==> config.mk <==
export PLATFORM = sky130hd
export DESIGN_NAME = mem_arbiter
export DESIGN_NICKNAME = d
export VERILOG_FILES = /design/src/rtl/mem_arbiter_pkg.sv /design/src/rtl/mem_arbiter.sv
export SDC_FILE = /design/constraint.sdc
export NUM_CORES = 1
export LEC_CHECK = 0
export BUFFER_PORTS_ARGS = -buffer_cell sky130_fd_sc_hd__buf_2
export CELL_PAD_IN_SITES_DETAIL_PLACEMENT = 0
export CELL_PAD_IN_SITES_GLOBAL_PLACEMENT = 2
export CORE_ASPECT_RATIO = 2
export CORE_UTILIZATION = 32
export CTS_CLUSTER_DIAMETER = 60
export DETAILED_ROUTE_END_ITERATION = 16
export PLACE_DENSITY_LB_ADDON = 0.15
export SLEW_MARGIN = 25
export SYNTH_ARGS = -nofsm -noshare
export SYNTH_HDL_FRONTEND = slang
export SYNTH_SLANG_ARGS = --single-unit
==> constraint.sdc <==
create_clock -name clk -period 2.6 [get_ports clk]
set_input_delay 0.26 -clock clk [delete_from_list [all_inputs] [get_ports clk]]
set_output_delay 0.26 -clock clk [all_outputs]
set_load 0.05 [all_outputs]
==> src/rtl/mem_arbiter_pkg.sv <==
// Request/response bus types shared by the memory arbiter and its requesters.
package mem_arbiter_pkg;
    typedef struct packed {
        logic        mem_valid;
        logic        mem_instr;
        logic [31:0] mem_addr;
        logic [31:0] mem_wdata;
        logic [3:0]  mem_wstrb;
    } mem_in_type;

    typedef struct packed {
        logic        mem_ready;
        logic [31:0] mem_rdata;
    } mem_out_type;
endpackage

==> src/rtl/mem_arbiter.sv <==
// Shares one memory port between instruction and data requesters; request at N -> memory valid at N+1.
// One transaction in flight; a losing or blocked request waits in a one-entry pending buffer per port.
module mem_arbiter
    import mem_arbiter_pkg::*;
#(
    parameter bit arb_mode = 1'b0
) (
    input  logic        clk,
    input  logic        rst,
    input  mem_in_type  iarb_in,
    output mem_out_type iarb_out,
    input  mem_in_type  darb_in,
    output mem_out_type darb_out,
    input  mem_out_type imem_out,
    output mem_in_type  imem_in
);
    typedef enum logic [1:0] {
        IDLE   = 2'd0,
        BUSY_I = 2'd1,
        BUSY_D = 2'd2
    } state_t;

    state_t     state;
    mem_in_type pend_i;
    mem_in_type pend_d;
    logic       last_d;

    logic       done;
    logic       can_launch;
    logic       cand_i;
    logic       cand_d;
    logic       grant_i;
    logic       grant_d;
    logic       cap_i;
    logic       cap_d;
    mem_in_type req_sel;

    assign done       = (state != IDLE) && imem_out.mem_ready;
    assign can_launch = (state == IDLE) || done;

    // The owner of the transaction in flight never competes, even in its ready cycle.
    assign cand_i = can_launch && (state != BUSY_I) && (pend_i.mem_valid || iarb_in.mem_valid);
    assign cand_d = can_launch && (state != BUSY_D) && (pend_d.mem_valid || darb_in.mem_valid);

    assign grant_d = cand_d && (!cand_i || arb_mode || !last_d);
    assign grant_i = cand_i && !grant_d;

    // A live pulse is dropped when its pending slot is already occupied.
    assign cap_i = iarb_in.mem_valid && !pend_i.mem_valid && (state != BUSY_I) && !grant_i;
    assign cap_d = darb_in.mem_valid && !pend_d.mem_valid && (state != BUSY_D) && !grant_d;

    always_comb begin
        if (grant_d) begin
            req_sel = pend_d.mem_valid ? pend_d : darb_in;
        end else begin
            req_sel = pend_i.mem_valid ? pend_i : iarb_in;
        end
        req_sel.mem_valid = 1'b1;
    end

    always_comb begin
        iarb_out = '0;
        darb_out = '0;
        if (done && (state == BUSY_I)) begin
            iarb_out = imem_out;
        end
        if (done && (state == BUSY_D)) begin
            darb_out = imem_out;
        end
    end

    always_ff @(posedge clk or negedge rst) begin
        if (!rst) begin
            state   <= IDLE;
            pend_i  <= '0;
            pend_d  <= '0;
            last_d  <= 1'b0;
            imem_in <= '0;
        end else begin
            imem_in.mem_valid <= 1'b0;
            if (grant_i || grant_d) begin
                imem_in <= req_sel;
                state   <= grant_d ? BUSY_D : BUSY_I;
                last_d  <= grant_d;
            end else if (done) begin
                state <= IDLE;
            end

            if (grant_i) begin
                pend_i <= '0;
            end else if (cap_i) begin
                pend_i <= iarb_in;
            end

            if (grant_d) begin
                pend_d <= '0;
            end else if (cap_d) begin
                pend_d <= darb_in;
            end
        end
    end
endmodule

### Word level (Yosys, flattened, before mapping)

Index checks and enable logic that the tools add are counted.

| storage, ports and cells | value |
|---|---|
| bits in registers | 213 |
| bits of input ports | 175 |
| logic and storage cells | 65 |
| output and inout port bits | 136 |

| cells by class | value |
|---|---|
| muxes and demuxes | 13 |
| equal/unequal tests | 4 |
| reduce and logical (&&, ||, !) cells | 31 |

Operators with widths:

| operator | number |
|---|---|
| 70-bit 2-to-1 mux | 5 |
| 69-bit 2-to-1 mux | 3 |
| 33-bit 2-to-1 mux | 2 |
| 1-bit logical AND | 15 |
| 2-bit nonzero test | 4 |
| 1-bit logical NOT | 6 |
| 2-bit 2-to-1 mux | 3 |
| 1-bit logical OR | 5 |
| 2-bit by 1-bit == test with 1-bit output, second input constant | 1 |
| 2-bit == test, second input constant | 1 |
| 2-bit logical NOT | 1 |
| 2-bit by 1-bit != test with 1-bit output, second input constant | 1 |
| 2-bit != test, second input constant | 1 |

### Longest topological paths before layout

Gate-level depths: netlist of the first run.

| depth | value |
|---|---|
| word-level depth | 14 |
| depth in mapped cells | 9 |
| mapped depth without buffers | 4 |

### Worst setup path before layout of the first run

OpenSTA, ideal clock, no wires.

| path | value |
|---|---|
| kind | flip-flop to output port |
| from | reg state[1] |
| to | out darb_out[32] in the netlist's numbering |
| arrival | 1.914 ns |
| stages on the path, launching flop included | 7 |
| path buffers | 3 |
| slack | 0.426 ns |
| data required time | 2.340 ns |
| cell sequence | dfrtp_1 nor2b_1 clkbuf_1 clkbuf_1 clkbuf_1 inv_1 nor2_1 |

RTL lines:

| item | line | text |
|---|---|---|
| start: declaration | mem_arbiter.sv:23 | `state_t state;` |
| start signal: assignment | mem_arbiter.sv:83 | `state <= grant_d ? BUSY_D : BUSY_I;` |
| end: declaration | mem_arbiter.sv:13 | `output mem_out_type darb_out,` |

==> results_dict.tcl, run 1 <==
set metrics [dict create \
    status "completed" \
    max_cap_viol_count 0 \
    ant_nets 0 \
    grt_start_max_net_pins 75 \
    power_density_nw_per_um2 1308 \
    synth_top_area_cell "dfrtp_1" \
    hold_depth 3 \
    yosys-top-cells-area "dfrtp_1 (46%), mux2i_1 (12%), nand2_1 (8.9%), a211oi_1 (6.9%), a21oi_1 (6.0%)" \
    rsz0062_at_grt "false" \
    synth_seq_cells 213 \
    fmax_ghz 0.4085 \
    initial_utilization_pct 32.65 \
    relSlewSlack_pct 32.93 \
    wirelength_um 43850 \
    antenna_found_initial 3 \
    synth_top_area_share_pct 45.59 \
    setup_ws_ns 0.1521 \
    place_hpwl_um 27400 \
    hp-class "in2reg" \
    tightest_slew_ns 1.006 \
    cts_setup_buffers 0 \
    vdd.ir_drop.worst_mv 0.6601 \
    end_kind "output pin" \
    multiInputGateArea_um2 5851 \
    path_class "reg2out" \
    first_global_vias 10984 \
    drcViolationCount 0 \
    fin_crit_ns 2.448 \
    drv_slew 0 \
    cts-htree-levels 1 \
    synth_cell_type_count 26 \
    stdcell_area_um2 15730 \
    cts_buffers 23 \
    die_h_um 272.3 \
    drt-pass1-iter-count 4 \
    crit_required_ns 2.34 \
    hold_viol 0 \
    synth_cells 1264 \
    syn2layout_area_growth_pct 34.58 \
    fin_worst_skew_ns 0.01133 \
    clkTransAtPathRegs_ns 0.06 \
    wire_per_inst_um 20.97 \
    min_period_over_period_pct 94.15 \
    synth_area_um2 11690 \
    holdCritStartpoint "darb_in[40]" \
    reg2reg_to "imem_in[19]" \
    cts_resized 0 \
    tritoncts "yes" \
    ys_seq_area_share_pct 45.59 \
    setup_viol 0 \
    vias 10862 \
    io_buffers 310 \
    ff_latch_area_um2 5341 \
    rows 98 \
    ctsRootBufferMaster "clkbuf_16" \
    min_to "pend_d[40]" \
    power_leakage_nw 7.183 \
    dieArea_um2 37350 \
    dp_slack_ns 0.6078 \
    chipWidth_um 137.2 \
    cts_sinks 213 \
    arrival_ns 2.19 \
    coreArea_um2 35800 \
    grt_usage_pct 23.47 \
    num-nets-final 1801 \
    r2r_cells 5 \
    grt_pass1_wl_um 66410 \
    critPathLaunchType "flip-flop" \
    pin_count 311 \
    power_mw 20.58 \
    viasPerCell 5.195 \
    cts_buffer_depth 3 \
    synthesis.nets 1439 \
    layout-drive-gt1-share_pct 25.43 \
    fillers 3577 \
    first_iter_violations 512 \
    place.gp.congestion 0.8652 \
    reg2reg_slack_ns 0.58 \
    grt_overflow 0 \
    post_dp_cell_area_um2 13780 \
    r2r-start "state[0]" \
    avgSynthCellArea_um2 9.249 \
    tns_ns 0 \
    clock_latency_ns 0.52 \
    yosys_warnings 0 \
    path_max_fanout 47 \
]
==> kinds of logic after synthesis <==
logic type	after synthesis	synth area share, %
compound gates	282	16.41
buf+inv	137	4.934
flops	213	45.59
mux	139	11.90
simple gates	493	21.17
==> area by class of cell <==
| type | count | area share, % |
|---|---|---|
| Clock buffer | 37 | 4.247 |
| Clock inverter | 2 | 0.08748 |
| Multi-Input combinational cell | 914 | 37.18 |
| Antenna cell | 1 | 0.01590 |
| Sequential cell | 213 | 33.95 |
| Tap cell | 450 | 3.579 |
| Inverter | 3 | 0.07157 |
| Timing Repair Buffer | 471 | 20.87 |
==> report_power, final <==
group          switching [mW]  total (mW)  internal [mW]
Clock                    1.35        3.10           1.75
Sequential              0.774        5.32           4.55
Combinational            8.37        12.2           3.79
==> worst max-delay path by stage <==
stage / startpoint / to / slack (ns) / cells past startpoint
detailed placement: state[0] / imem_in[2] / 0.61 / 5
floorplan: state[1] / darb_out[32] / 0.43 / 6
CTS: state[0] / darb_out[16] / 0.18 / 4
global route: state[0] / darb_out[16] / 0.10 / 4
global placement: state[1] / pend_d[69] / 0.61 / 5
finish: state[0] / darb_out[16] / 0.15 / 4
==> state kept, by name, summed over array words and instances, names as in the netlist <==
signal   cells
imem_in     70
pend_d      70
pend_i      70
state        2
last_d       1
==> Yosys cell counts <==
master / count
mux2i_1: 139
a21oi_1: 141
and3_1: 32
nand2b_1: 2
o221a_2: 1
and2_1: 32
a211oi_1: 108
or3_1: 1
and3b_1: 1
or3b_2: 1
buf_1: 3
o21a_1: 1
nand2_1: 276
dfrtp_1: 213
a21o_1: 1
inv_1: 3
nand3b_1: 1
nor2b_1: 2
clkbuf_1: 101
nor2_1: 5
nor3b_1: 70
a211oi_2: 30
buf_6: 4
or2_2: 1
nor4_1: 69
buf_2: 26
==> metrics by stage <==
stage,cells,hold slack (ns),utilization [%]
floorplan,1264,-0.03559,-
global placement,1924,0.3134,38.48
detailed placement,1924,0.3114,38.48
CTS,2090,0.0006675,43.94
global route,2090,0.008986,43.94
finish,2091,0.01761,43.94
==> critical path, cell delays in order (launching register included) <==
cell and delay [ns]:
dfrtp_1 0.42, nor2b_4 0.17, buf_4 0.46, and3_1 0.31
buf_2 0.29
==> routing by layer <==
metal / vias up / share of wire (%) / track usage (%) / routed length (um)
li1: 5240 / - / - / -
met3: 40 / 3.6 / 2.438 / 1590
met5: - / 0.052 / 0 / 23
met4: 4 / 1.9 / 5.668 / 826
met1: 5338 / 40 / 27.85 / 17630
met2: 240 / 54 / 44.02 / 23790
==> cells in the final DEF (no fill, tap or decap), types with 2 or more instances in the layout <==
master,netlist,routed
a211oi_1,108,108
a211oi_2,30,30
a21oi_1,141,140
and2_1,32,32
and3_1,32,32
buf_12,0,15
buf_2,26,306
buf_4,0,22
clkbuf_1,101,10
clkbuf_16,0,23
clkbuf_8,0,4
dfrtp_1,213,210
dfrtp_4,0,3
dlygate4sd3_1,0,127
inv_1,3,3
mux2i_1,139,139
nand2_1,276,276
nand2b_1,2,2
nor2_1,5,4
nor2b_4,0,2
nor3b_1,70,69
nor4_1,69,69
==> timing repair <==
item                       CTS  global route
hold buffers               127             0
hold endpoints to repair   194             0
setup endpoints to repair    0             0
Note: power is estimated with default switching activity, not from simulation.
==> run 2, diff against run 1 <==
--- a/config.mk
+++ b/config.mk
@@ -10,9 +10,11 @@
 export CELL_PAD_IN_SITES_GLOBAL_PLACEMENT = 2
 export CORE_ASPECT_RATIO = 2
 export CORE_UTILIZATION = 32
+export CTS_BUF_LIST = sky130_fd_sc_hd__clkbuf_16
 export CTS_CLUSTER_DIAMETER = 60
 export DETAILED_ROUTE_END_ITERATION = 16
 export PLACE_DENSITY_LB_ADDON = 0.15
+export SETUP_SLACK_MARGIN = 0.3
 export SLEW_MARGIN = 25
 export SYNTH_ARGS = -nofsm -noshare
 export SYNTH_HDL_FRONTEND = slang
==> run 2 against run 1 <==
Effect of this change: cell area grew 0.22%; highest routed layer unchanged; wire length grew 0.31%; core utilization is 0.098 points higher; sequential cell count did not move; largest cell class unchanged; non-clock buffer count grew 1.
==> results_dict.tcl, run 2 (synthesis gave the netlist of run 1 again) <==
set metrics [dict create \
    pwr-share-clk_pct 14.3 \
    place.gp.congestion 0.8652 \
    post_dp_cell_area_um2 13780 \
    status "completed" \
    path_max_fanout 47 \
    place_hpwl_um 27400 \
    crit_required_ns 2.34 \
    power_leakage_nw 7.203 \
    drcViolationCount 0 \
    setup_viol 0 \
    tritoncts "yes" \
    cts_sinks 213 \
    initial_utilization_pct 32.65 \
    path_cells "nor2b_4 -> buf_8 -> and3_1 -> buf_2" \
    first_global_vias 10985 \
    rows 98 \
    ctsRootBufferMaster "clkbuf_16" \
    tightest_slew_ns 1.006 \
    p_sw_share_pct 51.30 \
    pin_count 311 \
    min_period_over_period_pct 88.08 \
    slowest_stage "dfrtp_1" \
    fillers 3574 \
    crit_path_start "state[0]" \
    use_met1_pct 27.92 \
    critPathLaunchType "flip-flop" \
    cts-htree-levels 1 \
    coreArea_um2 35800 \
    die_h_um 272.3 \
    chipWidth_um 137.2 \
    p_int_mw 9.976 \
    clock_latency_ns 0.51 \
    relSlewSlack_pct 32.90 \
    rsz0062_at_grt "true" \
    drt-pass1-iter-count 5 \
    r2r_cells 5 \
    critPathMaxStageDelay_ns 0.42 \
    crit_path_end "darb_out[16]" \
    first_iter_violations 440 \
    top_usage_layer "met2" \
    arrival_ns 2.03 \
    layout_common_cells "buf_2 (289), nand2_1 (276), dfrtp_1 (210), a21oi_1 (140), mux2i_1 (139)" \
    reg2reg_slack_ns 0.54 \
    clkTransAtPathRegs_ns 0.06 \
    wire_per_inst_um 21.03 \
    stdcell_area_um2 15770 \
    antenna_found_initial 3 \
    hp-class "in2reg" \
    fin_crit_ns 2.290 \
    grt_usage_pct 23.46 \
    io_buffers 310 \
    reg2reg_to "imem_in[62]" \
    fmax_ghz 0.4366 \
    gr-usage-met3_pct 2.438 \
    power_frac_seq_pct 26.0 \
    num-nets-final 1802 \
    max_cap_viol_count 0 \
    cts_buffer_depth 3 \
    end_kind "output pin" \
    drv_slew 0 \
    path_class "reg2out" \
    viasPerCell 5.180 \
    tns_ns 0 \
    power_frac_comb_pct 59.7 \
    p_sw_mw 10.51 \
    syn2layout_area_growth_pct 34.88 \
    top_regs "imem_in: 70 flops, pend_d: 70 flops, pend_i: 70 flops" \
    vias 10836 \
    layout-drive-gt1-share_pct 25.41 \
    grt_start_max_net_pins 75 \
    dieArea_um2 37350 \
    power_density_nw_per_um2 1299 \
    fin_worst_skew_ns 0.009403 \
    layout_commonest_cell "buf_2" \
    grt_pass1_wl_um 66410 \
    cts_setup_buffers 0 \
    vdd.ir_drop.worst_mv 0.6535 \
    cts_buffers 23 \
    r2r-start "state[0]" \
    ant_nets 0 \
    met2_usage_pct 43.93 \
    wirelength_um 43990 \
    hold_viol 0 \
    grt_overflow 0 \
]
[run 2: power groups by stage]
stage | clock, mW | combinational (mW) | sequential (mW)
after detailed placement | 0 | 12.1 | 5.38
after CTS | 3.05 | 12.3 | 5.34
final | 2.94 | 12.2 | 5.32
after global placement | 0 | 12.0 | 5.38
after floorplan | 0 | 6.97 | 7.00
after global routing | 3.15 | 13.1 | 5.45
[run 2: layout make-up]
cell class / count / area (um^2) / area share (%)
clock buffers: 23 / 575.6 / 3.650
well taps: 450 / 563.0 / 3.571
clock inverters: 16 / 66.31 / 0.4205
multi-input cells: 914 / 5861 / 37.17
inverters: 3 / 11.26 / 0.07141
repair buffers: 472 / 3348 / 21.23
diodes: 1 / 2.502 / 0.01587
flip-flops and latches: 213 / 5341 / 33.87
[run 2: per-layer routing]
layer / wire [um] / vias up
met3: 1618 / 38
met1: 17690 / 5337
met5: 23 / -
met4: 818 / 4
li1: - / 5239
met2: 23840 / 218
[run 2: per-stage QoR]
| step | cells | hold slack (ns) | setup WS (ns) | total power [mW] | utilization, % |
|---|---|---|---|---|---|
| after floorplan | 1264 | -0.03559 | 0.4257 | 13.97 | - |
| after global placement | 1924 | 0.3134 | 0.6109 | 17.39 | 38.48 |
| after detailed placement | 1924 | 0.3114 | 0.6078 | 17.52 | 38.48 |
| after CTS | 2090 | 0.001539 | 0.2781 | 20.73 | 43.86 |
| after global routing | 2091 | 0.009846 | 0.2483 | 21.74 | 44.03 |
| final | 2092 | 0.01416 | 0.3098 | 20.48 | 44.04 |
[run 2: critical path, delay by kind of cell (launching register included)]
| family | cells | cell delay [ns] |
|---|---|---|
| simple gates | 2 | 0.47 |
| buf+inv | 2 | 0.58 |
| flops | 1 | 0.42 |
[run 2: worst min-delay path by stage]
stage	startpoint	to	slack [ns]	depth (start not counted)
final	darb_in[40]	pend_d[40]	0.01	3
after global routing	iarb_in[34]	pend_i[34]	0.01	3
after CTS	iarb_in[26]	pend_i[26]	0.002	3
after detailed placement	rst	pend_i[59]	0.31	1
after global placement	rst	pend_i[59]	0.31	1
after floorplan	rst	imem_in[0]	-0.04	0
[run 2: repair_timing]
item	CTS	global route
endpoints found under the setup margin	59	38
cloned	0	1
resized for setup	4	24
hold endpoints to repair	194	0
hold buffers	127	0
